File: config.mk
export PLATFORM = sky130hd
export DESIGN_NAME = serial_sub
export DESIGN_NICKNAME = d
export VERILOG_FILES = /design/src/rtl/serial_sub.sv
export SDC_FILE = /design/constraint.sdc
export NUM_CORES = 1
export LEC_CHECK = 0
export ABC_AREA = 1
export BUFFER_PORTS_ARGS = -buffer_cell sky130_fd_sc_hd__buf_2
export CAP_MARGIN = 25
export CORE_ASPECT_RATIO = 0.8
export CORE_UTILIZATION = 40
export DETAILED_ROUTE_END_ITERATION = 8
export PLACE_DENSITY_LB_ADDON = 0.1
export SETUP_SLACK_MARGIN = 0.4
export SKIP_LAST_GASP = 1
export SLEW_MARGIN = 0
export SYNTH_ARGS = -nofsm -noshare
export SYNTH_HDL_FRONTEND = slang
export SYNTH_SLANG_ARGS = --single-unit
File: constraint.sdc
create_clock -name clk -period 1.1 [get_ports clk]
set_input_delay 0.165 -clock clk [delete_from_list [all_inputs] [get_ports clk]]
set_output_delay 0.165 -clock clk [all_outputs]
set_load 0.01 [all_outputs]
File: src/rtl/serial_sub.sv
// Bit-serial subtractor: one full-subtractor slice per clock, LSB first,
// with the borrow carried between cycles in a single flop.
//
// state | meaning
// IDLE  | waiting for start; operands latched on acceptance
// SHIFT | one bit slice per cycle, WIDTH cycles total
// DONE  | diff/borrow just loaded, done pulses, back to IDLE next cycle
module serial_sub #(
  parameter int WIDTH = 8
) (
  input  logic             clk,
  input  logic             rst_n,
  input  logic             start,
  input  logic [WIDTH-1:0] a,
  input  logic [WIDTH-1:0] b,
  output logic             busy,
  output logic             done,
  output logic [WIDTH-1:0] diff,
  output logic             borrow
);

  localparam int CW = $clog2(WIDTH) + 1;
  localparam logic [CW-1:0] LAST = CW'(WIDTH - 1);

  typedef enum logic [1:0] {IDLE, SHIFT, DONE} state_t;

  state_t           state, state_nxt;
  logic [WIDTH-1:0] a_sr, b_sr, res;
  logic [CW-1:0]    cnt;
  logic             brw;
  logic             ai, bi, d, bout;

  assign ai   = a_sr[0];
  assign bi   = b_sr[0];
  assign d    = ai ^ bi ^ brw;
  assign bout = (~ai & bi) | (~(ai ^ bi) & brw);

  always_ff @(posedge clk or negedge rst_n) begin
    if (!rst_n) state <= IDLE;
    else        state <= state_nxt;
  end

  always_comb begin
    state_nxt = state;
    case (state)
      IDLE:    if (start) state_nxt = SHIFT;
      SHIFT:   if (cnt == LAST) state_nxt = DONE;
      DONE:    state_nxt = IDLE;
      default: state_nxt = IDLE;
    endcase
  end

  // Decoded from the state flop only, so start never reaches these combinationally.
  always_comb begin
    busy = 1'b0;
    done = 1'b0;
    case (state)
      SHIFT:   busy = 1'b1;
      DONE:    done = 1'b1;
      default: ;
    endcase
  end

  always_ff @(posedge clk or negedge rst_n) begin
    if (!rst_n) begin
      a_sr   <= '0;
      b_sr   <= '0;
      res    <= '0;
      cnt    <= '0;
      brw    <= 1'b0;
      diff   <= '0;
      borrow <= 1'b0;
    end else begin
      case (state)
        IDLE: begin
          if (start) begin
            a_sr <= a;
            b_sr <= b;
            brw  <= 1'b0;
            cnt  <= '0;
          end
        end
        SHIFT: begin
          a_sr <= a_sr >> 1;
          b_sr <= b_sr >> 1;
          res  <= {d, res[WIDTH-1:1]};
          brw  <= bout;
          cnt  <= cnt + 1'b1;
          // Final slice goes straight into diff so no partial value is ever visible.
          if (cnt == LAST) begin
            diff   <= {d, res[WIDTH-1:1]};
            borrow <= bout;
          end
        end
        default: ;
      endcase
    end
  end

endmodule
==> qor.csv, run 1 <==
stage;metric;value;unit
global_routing;largest net degree at the start of global routing;40;
detailed_routing;Remaining DRCs;0;
pwr;Power Dens Cells;2920;nW/um2
cells_and_area;synthesis-to-finish area growth;57.7;%
global_routing;global-route wire length before repair;6.78;mm
critical_path;reg-to-reg setup timing slack;-140;ps
detailed_routing;Via Count;1538;
yosys;simple-gate portion of the synthesized area;30.7;%
floorplanning;Die Ht;60.3;um
critical_path;WP data arrival;1470;ps
clock_tree;clock tree buffer depth;2;
floorplanning;die area;4510;um2
run_status;failing checks;negative setup slack;
detailed_routing;initial DRC count;97;
sta;Final Cycle Share;113;%
cells_and_area;layout cells sized above 1;52.0;%
sta;Slew @ Worst Pin;296;ps
global_routing;All-Layer GR Usage;21.0;%
min_path;min-delay src;a[7];
cells_and_area;fin nets;274;
yosys;Post-Syn Area;1700;um2
critical_path;Startpoint Class;flip-flop;
critical_path;worst endpoint required time;1330;ps
yosys;mux contribution to synthesized area;0;%
yosys;register bit total from synthesis;39;
clock_tree;H-tree levels;2;
critical_path;crit path max fanout;8;
critical_path;r2r startpoint;state[0];
floorplanning;CORE AREA;3930;um2
floorplanning;Ports;30;
place;post-DP HPWL;2.43;mm
place;Final Wtd Congestion;0.728;
sta;Final Hold Vio Count;0;
clock_tree;cts bufs inserted;5;
global_routing;antenna violations before repair;0;
detailed_routing;wire length per cell;14.2;um
yosys;post-synthesis area per instance;8.99;um2
yosys;synthesized instance count;189;
yosys;Net Count, Synth;210;
clock_tree;CTS tree;yes;
clock_tree;Clock Latency Late Sink;290;ps
floorplanning;Die Wd;74.9;um
detailed_routing;Antenna Nets Post-Route;0;
place;I/O Buffers;29;
sta;setup ws final;-138;ps
sta;RSZ-0062 raised after global routing;true;
clock_tree;clock sink count;39;
floorplanning;Placement Rows;20;
min_path;Hold Path Depth;3;
flow_run;max-cap viol count;0;
sta;Hold WS;74.8;ps
critical_path;Crit Path Category;reg -> reg;
detailed_routing;Via-to-Cell Ratio;4.98;
critical_path;critical path endpoint category;flip-flop;
sta;Max Slew Vio Count;0;
critical_path;r2r endpoint;b_sr[3];
cells_and_area;ant diodes;0;
sta;Setup-failing EPs final;32;
pwr;Worst VDD drop;1.57;mV
global_routing;total gr overflow;0;
global_routing;vias in the first global route;1413;
detailed_routing;wirelength, routed;4.38;mm
yosys;Yosys cell types;20;
yosys;largest family of logic cells by synthesized area;simple AND/OR/NAND/NOR gates;
yosys;register area share after synthesis;57.4;%
cells_and_area;Final Instance Count excl. Fillers;309;
sta;worst slew margin relative to its limit;80.2;%
yosys;xor and xnor fraction of the mapped netlist area;0;%
min_path;min-delay worst type;in -> reg;
detailed_routing;Pre-antenna DRT Iters;4;
place;placed insts;282;
clock_tree;clock transition at the registers of the reported paths;80;ps
min_path;hold-critical path endpoint;a_sr[7];
sta;fin crit period;1240;ps
sta;Fmax;807;MHz
yosys;complex-gate fraction of the synthesized area;4.42;%
clock_tree;root buf cell;clkbuf_8;
run_status;status;complete, but fails checks;
critical_path;FF-to-FF path depth;6;
sta;Final Skew;5.16;ps
yosys;post-synthesis adder-cell area fraction;1.91;%
yosys;Ys Warns;0;
sta;post-route setup TNS;-2870;ps
floorplanning;Starting Density;43.2;%
pwr;Pleak;1.39;nW
[area by class of cell]
type / count / area (um2)
clock buffers: 5 / 68.8
clock inverters: 3 / 67.6
fillers: 326 / 1250
inverters: 9 / 38.8
multi-input cells: 135 / 905
flip-flops and latches: 39 / 976
well taps: 55 / 68.8
repair buffers: 63 / 556
[state kept, by name (all words and copies together) (netlist names)]
name	cells
state	2
cnt	4
res	7
b_sr	8
brw	1
diff	8
borrow	1
a_sr	8
[logic make-up (layout without fill, tap and decap cells)]
logic type | Yosys count | in the layout
simple gates | 121 | 123
buf+inv | 17 | 80
fa+ha+maj | 2 | 2
flops | 39 | 39
compound gates | 10 | 10
[metrics by stage]
| stage | setup WS [ps] | cell area [um2] | util [%] | power (mW) |
|---|---|---|---|---|
| floorplan | 11.3 | 1750 | - | 4.11 |
| global placement | -14.3 | 2070 | 52.8 | 4.95 |
| detailed placement | -48.1 | 2070 | 52.8 | 5.06 |
| CTS | -125 | 2480 | 63.0 | 7.32 |
| global route | -185 | 2680 | 68.2 | 8.37 |
| finish | -138 | 2680 | 68.2 | 7.83 |
[synthesized netlist by cell type (all sizes together)]
cell / n / area (um2)
a21oi: 1 / 5.00
buf: 8 / 57.6
dfrtp: 39 / 976
fa: 1 / 20.0
ha: 1 / 12.5
inv: 9 / 36.3
nand2: 78 / 298
nand3: 36 / 180
nand4: 1 / 6.26
nor2: 6 / 37.5
o21ai: 7 / 46.3
o21bai: 1 / 11.3
o22ai: 1 / 12.5
[worst max-delay path, cell delays in order, from the launching register on]
cell and delay [ps]:
dfrtp_1 430, buf_6 140, buf_6 110, nor2_4 190, clkbuf_16 210, nand2_2 50
nand3_2 50
[cells in the final DEF (no fill, tap or decap)]
| cell | instances |
|---|---|
| ha_4 | 1 |
| nand2_8 | 1 |
| inv_2 | 2 |
| nand2_1 | 51 |
| nand3_4 | 1 |
| o21ai_2 | 5 |
| o21ai_1 | 2 |
| inv_1 | 6 |
| a21oi_2 | 1 |
| fa_2 | 1 |
| nor2_2 | 1 |
| nand2_2 | 16 |
| clkinv_4 | 1 |
| nor2_4 | 5 |
| dlygate4sd3_1 | 1 |
| o22ai_2 | 1 |
| nand3_2 | 14 |
| clkinvlp_4 | 1 |
| nand3_1 | 21 |
| dfrtp_1 | 39 |
| buf_6 | 12 |
| buf_12 | 4 |
| bufinv_16 | 2 |
| nand2_4 | 11 |
| nand4_1 | 1 |
| clkbuf_8 | 5 |
| buf_8 | 2 |
| o21bai_2 | 1 |
| buf_2 | 27 |
| nor2_1 | 1 |
| clkbuf_16 | 1 |
| buf_16 | 1 |
| buf_4 | 15 |
[metal layers]
layer	vias up	track usage, %	part of all wire (%)
met3	4	6.24	4.2
met1	758	28.9	47
met4	0	4.85	0.82
met5	-	0	0
met2	36	32.8	48
li1	740	-	-
[how the worst max path moves through the flow]
stage               startpoint       to  cells past startpoint
floorplan               cnt[0]  diff[7]                      6
global placement       b_sr[0]  diff[7]                      4
detailed placement    state[1]   cnt[2]                      6
CTS                   state[0]     done                      3
global route          state[1]  b_sr[3]                      7
finish                state[0]  b_sr[3]                      6
[timing repair]
action	CTS	global route
hold endpoints to repair	39	0
endpoints found under the setup margin	50	50
cloned	3	1
pin swaps	15	6
hold buffers	1	0
resized for setup	34	43
setup buffers	12	2
[where the power goes]
group	total, mW	internal (mW)	switching (mW)
logic	3.90	1.94	1.96
registers	2.50	2.07	0.434
clock network	1.43	0.905	0.523
total	7.83	4.91	2.92
Power figures use the tool's default switching activity.
==> run 2: changes to the inputs <==
--- a/config.mk
+++ b/config.mk
@@ -5,12 +5,13 @@
 export SDC_FILE = /design/constraint.sdc
 export NUM_CORES = 1
 export LEC_CHECK = 0
-export ABC_AREA = 1
+export ABC_AREA = 0
 export BUFFER_PORTS_ARGS = -buffer_cell sky130_fd_sc_hd__buf_2
 export CAP_MARGIN = 25
 export CORE_ASPECT_RATIO = 0.8
 export CORE_UTILIZATION = 40
 export DETAILED_ROUTE_END_ITERATION = 8
+export MAX_ROUTING_LAYER = met4
 export PLACE_DENSITY_LB_ADDON = 0.1
 export SETUP_SLACK_MARGIN = 0.4
 export SKIP_LAST_GASP = 1
==> run 2 against run 1 <==
  * The flow still finishes with violations (negative setup slack)
  * Sequential share of layout area is 0.60 points higher
  * Clock-buffer cell count is 1 higher
  * Via count decreased by 7.0%
  * Power up 3.8%
  * Critical path type unchanged
  * Largest cell class unchanged
  * Highest routed layer unchanged
==> qor.csv, run 2 <==
stage;metric;value;unit
pwr;Power Dens Cells;3080;nW/um2
detailed_routing;wirelength, routed;4.39;mm
flow_run;max-cap viol count;0;
pwr;Sw Ratio;36.4;%
detailed_routing;wire length per cell;15.6;um
pwr;sequential share of power;31.2;%
detailed_routing;Remaining DRCs;0;
critical_path;critical path endpoint category;flip-flop;
detailed_routing;Via Count;1431;
yosys;Most used DFF post-synth;dfrtp_1;
yosys;async set-or-reset flop fraction in the synthesized netlist;100;%
critical_path;Startpoint Class;flip-flop;
yosys;synth cell count leaders;nand2_1, dfrtp_1, o21ai_0;
yosys;Synth area leader;dfrtp_1;
cells_and_area;synthesis-to-finish area growth;58.8;%
clock_tree;Clock Latency Late Sink;300;ps
yosys;synthesized instance count;155;
floorplanning;CORE AREA;3880;um2
sta;RSZ-0062 raised after global routing;true;
clock_tree;CTS tree;yes;
global_routing;vias in the first global route;1407;
sta;Slew @ Worst Pin;214;ps
floorplanning;Starting Density;42.9;%
floorplanning;Die Ht;59.7;um
global_routing;largest net degree at the start of global routing;40;
clock_tree;root buf cell;clkbuf_8;
clock_tree;clock sink count;39;
sta;Final Hold Vio Count;0;
sta;worst slew margin relative to its limit;85.7;%
detailed_routing;Via-to-Cell Ratio;5.09;
pwr;Clk network pwr share;15.5;%
pwr;power share of the combinational group;53.2;%
critical_path;reg-to-reg setup timing slack;-270;ps
global_routing;total gr overflow;0;
sta;setup ws final;-270;ps
floorplanning;die area;4420;um2
cells_and_area;ant diodes;0;
global_routing;antenna violations before repair;0;
floorplanning;Placement Rows;20;
pwr;Int Power;5.17;mW
pwr;switching pwr;2.96;mW
sta;Final Skew;5.04;ps
place;Final Wtd Congestion;0.806;
yosys;Post-synth EDFFs;0;
yosys;Ys Warns;0;
clock_tree;cts bufs inserted;5;
run_status;failing checks;negative setup slack;
critical_path;crit path max fanout;5;
yosys;Yosys top cell area share;58.7;%
clock_tree;clock tree buffer depth;2;
sta;Hold WS;146;ps
cells_and_area;most common cell after layout, fill and taps aside;dfrtp_1;
critical_path;Crit Path Category;reg -> reg;
yosys;Synth area leaders;dfrtp_1, nand2_1, a22oi_1;
critical_path;worst endpoint required time;1280;ps
yosys;Post-Syn Area;1660;um2
critical_path;WP data arrival;1550;ps
yosys;Yosys cell types;26;
cells_and_area;fin nets;246;
place;post-DP HPWL;2.39;mm
place;DP Worst Slack;-275;ps
pwr;Worst VDD drop;1.47;mV
sta;fin crit period;1370;ps
critical_path;r2r startpoint;cnt[1];
floorplanning;Die Wd;74.1;um
floorplanning;Ports;30;
sta;Final Cycle Share;125;%
yosys;cell with the most instances after synthesis;nand2_1;
sta;Setup-failing EPs final;39;
place;I/O Buffers;29;
yosys;register area share after synthesis;58.7;%
yosys;post-synthesis area per instance;10.7;um2
run_status;status;complete, but fails checks;
critical_path;r2r endpoint;diff[0];
yosys;Net Count, Synth;176;
sta;Max Slew Vio Count;0;
cells_and_area;layout cells sized above 1;60.6;%
global_routing;All-Layer GR Usage;21.8;%
clock_tree;clock transition at the registers of the reported paths;80;ps
clock_tree;H-tree levels;2;
critical_path;FF-to-FF path depth;5;
min_path;min-delay worst type;in -> reg;
detailed_routing;initial DRC count;106;
cells_and_area;most frequent cells in the layout;dfrtp_1, buf_2, nand2_2;
detailed_routing;Pre-antenna DRT Iters;4;
pwr;Pleak;1.29;nW
global_routing;global-route wire length before repair;6.77;mm
sta;Fmax;730;MHz
critical_path;CP startpoint;cnt[1];
critical_path;crit path to;diff[0];
yosys;register bit total from synthesis;39;
detailed_routing;Antenna Nets Post-Route;0;
cells_and_area;largest registers;a_sr x8, b_sr x8, diff x8;
run 2: kinds of logic after synthesis:
group | count (synthesis) | synth area share [%]
buffers and inverters | 13 | 3.69
flip-flops | 39 | 58.7
AO/OA/AOI/OAI | 37 | 13.9
adder cells (fa/ha/maj) | 2 | 1.96
multiplexers | 10 | 6.62
AND/OR/NAND/NOR | 54 | 15.1
run 2: per-stage QoR:
step / utilization, % / setup TNS (ps) / std cells / power [mW] / cell area, um2
final: 68.1 / -5940 / 281 / 8.13 / 2640
after global routing: 68.1 / -7730 / 281 / 8.61 / 2640
after CTS: 62.4 / -5480 / 272 / 7.21 / 2420
after detailed placement: 52.2 / -5120 / 252 / 4.98 / 2030
after global placement: 52.2 / -4450 / 252 / 4.88 / 2030
after floorplan: - / -3220 / 155 / 4.03 / 1710
run 2: power groups by stage:
stage	sequential, mW	combinational [mW]	clock (mW)
after global routing	2.61	4.66	1.34
after global placement	2.42	2.45	0
after detailed placement	2.44	2.54	0
final	2.54	4.33	1.26
after floorplan	2.48	1.55	0
after CTS	2.45	3.49	1.28
run 2: what timing repair did:
item / 4_1_cts / 5_1_grt
pin swaps: 20 / 19
setup endpoints to repair: 50 / 50
buffers inserted: 9 / 8
hold buffers: 1 / 0
cloned: 2 / 1
gates resized for setup: 57 / 49
hold endpoints to repair: 39 / 0
run 2: worst max-delay path, stage by stage (launching register included):
cell	delay, ps
dfrtp_1	370
ha_2	210
nand2_4	60
nor3_4	150
buf_6	160
mux2_4	300
run 2: metal layers:
metal / up-vias / GRT usage, % / share of wire, %
met1: 727 / 29.9 / 48
li1: 669 / - / -
met5: - / - / 0
met4: 0 / 9.07 / 1.8
met2: 25 / 31.3 / 47
met3: 10 / 4.72 / 3.2
run 2: worst min-delay path by stage:
stage / depth (start not counted) / end / from
finish: 3 / a_sr[0] / a[0]
CTS: 3 / b_sr[2] / b[2]
global placement: 2 / b_sr[4] / rst_n
floorplan: 0 / a_sr[0] / rst_n
detailed placement: 2 / b_sr[4] / rst_n
global route: 3 / a_sr[0] / a[0]
run 2: area by class of cell:
cell class / count / area [um2]
Fill cell: 314 / 1240
Sequential cell: 39 / 977
Multi-Input combinational cell: 103 / 840
Timing Repair Buffer: 71 / 606
Clock buffer: 6 / 82.6
Tap cell: 55 / 68.8
Clock inverter: 2 / 35.0
Inverter: 5 / 31.3
